<file path="config.mk">
export PLATFORM = sky130hd
export DESIGN_NAME = seq_restoring_divider
export DESIGN_NICKNAME = d
export VERILOG_FILES = /design/src/rtl/seq_restoring_divider.sv
export SDC_FILE = /design/constraint.sdc
export NUM_CORES = 1
export LEC_CHECK = 0
export CAP_MARGIN = 20
export CORE_UTILIZATION = 54
export DETAILED_ROUTE_END_ITERATION = 10
export PLACE_DENSITY = 0.78
export SKIP_CTS_REPAIR_TIMING = 1
export SYNTH_ARGS = -nofsm -noshare
export SYNTH_HDL_FRONTEND = slang
export SYNTH_SLANG_ARGS = --single-unit
</file>
<file path="constraint.sdc">
create_clock -name clk_i -period 2.8 [get_ports clk_i]
set_input_delay 0.7 -clock clk_i [delete_from_list [all_inputs] [get_ports clk_i]]
set_output_delay 0.7 -clock clk_i [all_outputs]
set_load 0.02 [all_outputs]
</file>
<file path="src/rtl/seq_restoring_divider.sv">
// Sequential restoring divider: one quotient bit per clock, WIDTH iterations per divide.
// Optional two's-complement operation is enabled by defining SIGNED_DIV_EN.
//
// state   | meaning
// IDLE    | waiting for Run; last result held on the outputs
// COMPUTE | shift / trial-subtract / restore, one bit per edge
// DONE    | result valid, held until Run drops
module seq_restoring_divider #(
  parameter int WIDTH = 8
) (
  input  logic             clk_i,
  input  logic             reset_i,
  input  logic             run_i,
  input  logic [WIDTH-1:0] dividend_i,
  input  logic [WIDTH-1:0] divisor_i,
  output logic [WIDTH-1:0] quotient_o,
  output logic [WIDTH-1:0] remainder_o,
  output logic             busy_o,
  output logic             done_o,
  output logic             div_by_zero_o
);

  localparam int CW = $clog2(WIDTH + 1);

  typedef enum logic [1:0] {IDLE, COMPUTE, DONE} state_t;

  state_t           state_q;
  logic [WIDTH-1:0] q_q, r_q, d_q;
  logic [CW-1:0]    cnt_q;
  logic [WIDTH-1:0] quot_q, rem_q;
  logic             busy_q, done_q, dz_q;

  logic [WIDTH:0]   trial_d;
  logic [WIDTH-1:0] q_d, r_d;
  logic [WIDTH-1:0] dvd_mag, div_mag;
  logic [WIDTH-1:0] quot_fin, rem_fin;
  logic             cnt_last;

  assign trial_d  = {r_q, q_q[WIDTH-1]} - {1'b0, d_q};
  assign r_d      = trial_d[WIDTH] ? {r_q[WIDTH-2:0], q_q[WIDTH-1]} : trial_d[WIDTH-1:0];
  assign q_d      = {q_q[WIDTH-2:0], ~trial_d[WIDTH]};
  assign cnt_last = (cnt_q == CW'(WIDTH - 1));

`ifdef SIGNED_DIV_EN
  logic neg_quot_q, neg_rem_q;

  // Magnitudes feed the unsigned core; the most-negative value maps to itself,
  // which is still the correct unsigned magnitude.
  assign dvd_mag  = dividend_i[WIDTH-1] ? -dividend_i : dividend_i;
  assign div_mag  = divisor_i[WIDTH-1]  ? -divisor_i  : divisor_i;
  assign quot_fin = neg_quot_q ? -q_d : q_d;
  assign rem_fin  = neg_rem_q  ? -r_d : r_d;

  always_ff @(posedge clk_i) begin
    if (reset_i) begin
      neg_quot_q <= 1'b0;
      neg_rem_q  <= 1'b0;
    end else if (state_q == IDLE && run_i) begin
      neg_quot_q <= dividend_i[WIDTH-1] ^ divisor_i[WIDTH-1];
      neg_rem_q  <= dividend_i[WIDTH-1];
    end
  end
`else
  assign dvd_mag  = dividend_i;
  assign div_mag  = divisor_i;
  assign quot_fin = q_d;
  assign rem_fin  = r_d;
`endif

  always_ff @(posedge clk_i) begin
    if (reset_i) begin
      state_q <= IDLE;
      q_q     <= '0;
      r_q     <= '0;
      d_q     <= '0;
      cnt_q   <= '0;
      quot_q  <= '0;
      rem_q   <= '0;
      busy_q  <= 1'b0;
      done_q  <= 1'b0;
      dz_q    <= 1'b0;
    end else begin
      case (state_q)
        IDLE: begin
          if (run_i) begin
            if (divisor_i == '0) begin
              state_q <= DONE;
              quot_q  <= '1;
              rem_q   <= dividend_i;
              dz_q    <= 1'b1;
              done_q  <= 1'b1;
              busy_q  <= 1'b0;
            end else begin
              state_q <= COMPUTE;
              d_q     <= div_mag;
              q_q     <= dvd_mag;
              r_q     <= '0;
              cnt_q   <= '0;
              dz_q    <= 1'b0;
              busy_q  <= 1'b1;
            end
          end
        end
        COMPUTE: begin
          q_q   <= q_d;
          r_q   <= r_d;
          cnt_q <= cnt_q + 1'b1;
          if (cnt_last) begin
            state_q <= DONE;
            busy_q  <= 1'b0;
            done_q  <= 1'b1;
            quot_q  <= quot_fin;
            rem_q   <= rem_fin;
          end
        end
        DONE: begin
          if (!run_i) begin
            state_q <= IDLE;
            done_q  <= 1'b0;
          end
        end
        default: state_q <= IDLE;
      endcase
    end
  end

  assign quotient_o    = quot_q;
  assign remainder_o   = rem_q;
  assign busy_o        = busy_q;
  assign done_o        = done_q;
  assign div_by_zero_o = dz_q;

endmodule

</file>
==> results.cfg <==
[outcome]
outcome = complete, but fails checks
failed_checks = design-rule violations

[sta]
hold_violations = 0
finalSetupViolCount = 0
drv_slew = 0
fin_ws_ns = 0.139
tns_ns = 0
worstMarginPinSlew_ns = 0.566
period_share = 0.950
period_needed_ns = 2.66
relSlewSlack = 0.620
fin_worst_skew_ns = 0.0102
fmax_mhz = 376

[cells_and_area]
fin_util = 0.711
num-nets-final = 394
drive_gt1_frac = 0.0992
antenna_cells = 0
syn2layout_area_growth_pct = 23.1

[synth]
synth-async-reset-ratio = 0
synth_edf_count = 0
synth.distinct_cells = 49
synth.avg_cell_area_sq_um = 7.97
ys.warnings.count = 0
synth_flop_cell = dfxtp_1
syn_area_sq_um = 2580
ys_seq_area_frac = 0.380
syn-num-nets = 356
synthCells = 324
ys_seq_elements = 49

[placed_design]
hpwl_um = 4590
portBuffers = 37
place_congestion = 0.843
pre_cts_ws_ns = -0.000919

[die]
core_sq_um = 4470
die-height_um = 71.2
fp-row-count = 24
dieWidth_um = 71.2
dieArea_sq_um = 5070
start_util = 0.577
io_pins = 38

[pwr]
powerDensity_nw_per_um2 = 744
comb_power_share = 0.445
vdd_drop_max_v = 0.000494
p_sw_w = 0.000927
p_leak_nw = 1.17
p_sw_frac = 0.391
p_seq_frac = 0.362
pwr-share-clk = 0.193
p_int_w = 0.00144

[setup_path]
timing.rr.start = q_q[7]
crit_arrival_ns = 2.84
crit_required_ns = 2.98
crit-reg2reg-capture = remainder_o[2]
r2r_cells = 11
startpoint_type = flip-flop
startpoint = q_q[7]
crit_type = flip-flop to flip-flop
r2r_slack_ns = 0.14
worstSetupEndpointType = flip-flop
cp_max_fo = 10
endpoint = remainder_o[2]

[cts]
cts_max_path_buffers = 2
h-tree-depth = 2
clock_sinks = 49
clk_latency_ns = 0.31
clockRootBuffer = clkbuf_8
cts_tree = yes
clk_pin_slew_worst_paths_ns = 0.09
cts_buffers = 5

[grt]
antenna_found_initial = 0
grt_max_degree = 42
grt_overflow = 0
grt_pass1_vias = 2296
grt_usage = 0.264
grt_first_pass_wirelength_um = 10600

[drt]
drc = 2
vias = 2517
vias_per_cell = 6.07
drtPass1Iterations = 7
drt_iter0_drc = 128
ant_nets = 0
wire_per_inst_um = 15.4
wirelength_um = 6410

[hold_path]
hp-class = flip-flop to flip-flop
worstHoldStart = quotient_o[4]

[run]
cap_violations = 0
final cells by class:
class | count | area, sq um
Tap cell | 52 | 65.1
Fill cell | 368 | 1290
Clock buffer | 7 | 96.3
Sequential cell | 49 | 981
Multi-Input combinational cell | 236 | 1480
Timing Repair Buffer | 54 | 498
Clock inverter | 1 | 5.00
Inverter | 16 | 60.1
logic make-up (layout without fill, tap and decap cells):
kind of cell / count (synthesis) / in the layout / synth area share
simple gates: 119 / 119 / 0.214
compound gates: 93 / 93 / 0.238
flops: 49 / 49 / 0.380
buf+inv: 39 / 78 / 0.0610
fa+ha+maj: 13 / 13 / 0.0659
mux: 7 / 7 / 0.0276
xor+xnor: 4 / 4 / 0.0136
registers in the layout, indices dropped and copies added, names as in the netlist:
signal	flops
busy_o	1
cnt_q	4
d_q	8
div_by_zero_o	1
done_o	1
q_q	8
quotient_o	8
r_q	8
remainder_o	8
state_q	2
worst max-delay path, cell delays in order, from the launching register on:
cell and delay [ns]:
dfxtp_1 0.34, inv_1 0.06, ha_1 0.17, inv_1 0.06, fa_2 0.38, a211oi_4 0.27, o31ai_2 0.14, and4_4 0.24
or2_4 0.28, buf_4 0.18, a311oi_1 0.30, a211oi_1 0.12
through the flow:
stage          power [W]  instance area, sq um  std cells  hold WS, ns
2_1_floorplan    0.00157                  2580        324        0.449
3_3_place_gp     0.00186                  3050        407        0.439
3_5_place_dp     0.00189                  3050        407        0.445
4_1_cts          0.00234                  3150        415        0.460
5_1_grt          0.00252                  3180        415        0.486
6_report         0.00237                  3180        415        0.461
worst min path at each step:
stage / end / slack (ns) / cells past startpoint
6_report: quotient_o[4] / 0.46 / 2
5_1_grt: quotient_o[5] / 0.49 / 2
4_1_cts: quotient_o[7] / 0.46 / 2
3_5_place_dp: quotient_o[4] / 0.45 / 2
3_3_place_gp: remainder_o[1] / 0.44 / 2
2_1_floorplan: cnt_q[1] / 0.45 / 2
power groups by stage:
| stage | clock network, W | logic (W) | registers (W) |
|---|---|---|---|
| after global placement | 0 | 0.000997 | 0.000867 |
| after detailed placement | 0 | 0.00102 | 0.000871 |
| after global routing | 0.000493 | 0.00116 | 0.000867 |
| after CTS | 0.000460 | 0.00102 | 0.000855 |
| after floorplan | 0 | 0.000678 | 0.000895 |
| final | 0.000456 | 0.00105 | 0.000856 |
per-layer routing:
metal  wire length, um  track usage  vias up
met4                68       0.0778        0
met3               200       0.0427        7
met5                 0            0        -
li1                  -            -     1241
met1              3000        0.346     1215
met2              3130        0.447       54
synth_stat cells, types with 3 or more instances:
master,count,area [sq um]
a211oi_1,13,97.6
a21oi_1,22,110
a22oi_1,3,22.5
a311oi_1,9,78.8
a31oi_1,8,50.1
buf_2,3,15.0
clkbuf_1,17,63.8
dfxtp_1,49,981
ha_1,12,150
inv_1,16,60.1
mux2i_1,6,60.1
nand2_1,29,109
nand3_1,7,35.0
nand3b_1,3,22.5
nand4_1,10,62.6
nor2_1,46,173
nor2b_1,4,25.0
nor3_1,6,30.0
o21a_1,4,30.0
o21ai_0,19,95.1
cells in the final DEF, fill, tap and decap left out, types with 3 or more instances in the layout:
cell             count
a211oi_1            13
a21oi_1             22
a22oi_1              3
a311oi_1             9
a31oi_1              8
buf_4               17
clkbuf_8             7
clkdlybuf4s50_1     37
dfxtp_1             49
ha_1                12
inv_1               16
mux2i_1              6
nand2_1             29
nand3_1              7
nand3b_1             3
nand4_1             10
nor2_1              46
nor2b_1              4
nor3_1               6
o21a_1               4
o21ai_0             19
No activity file was read; power rests on OpenSTA's default activity.
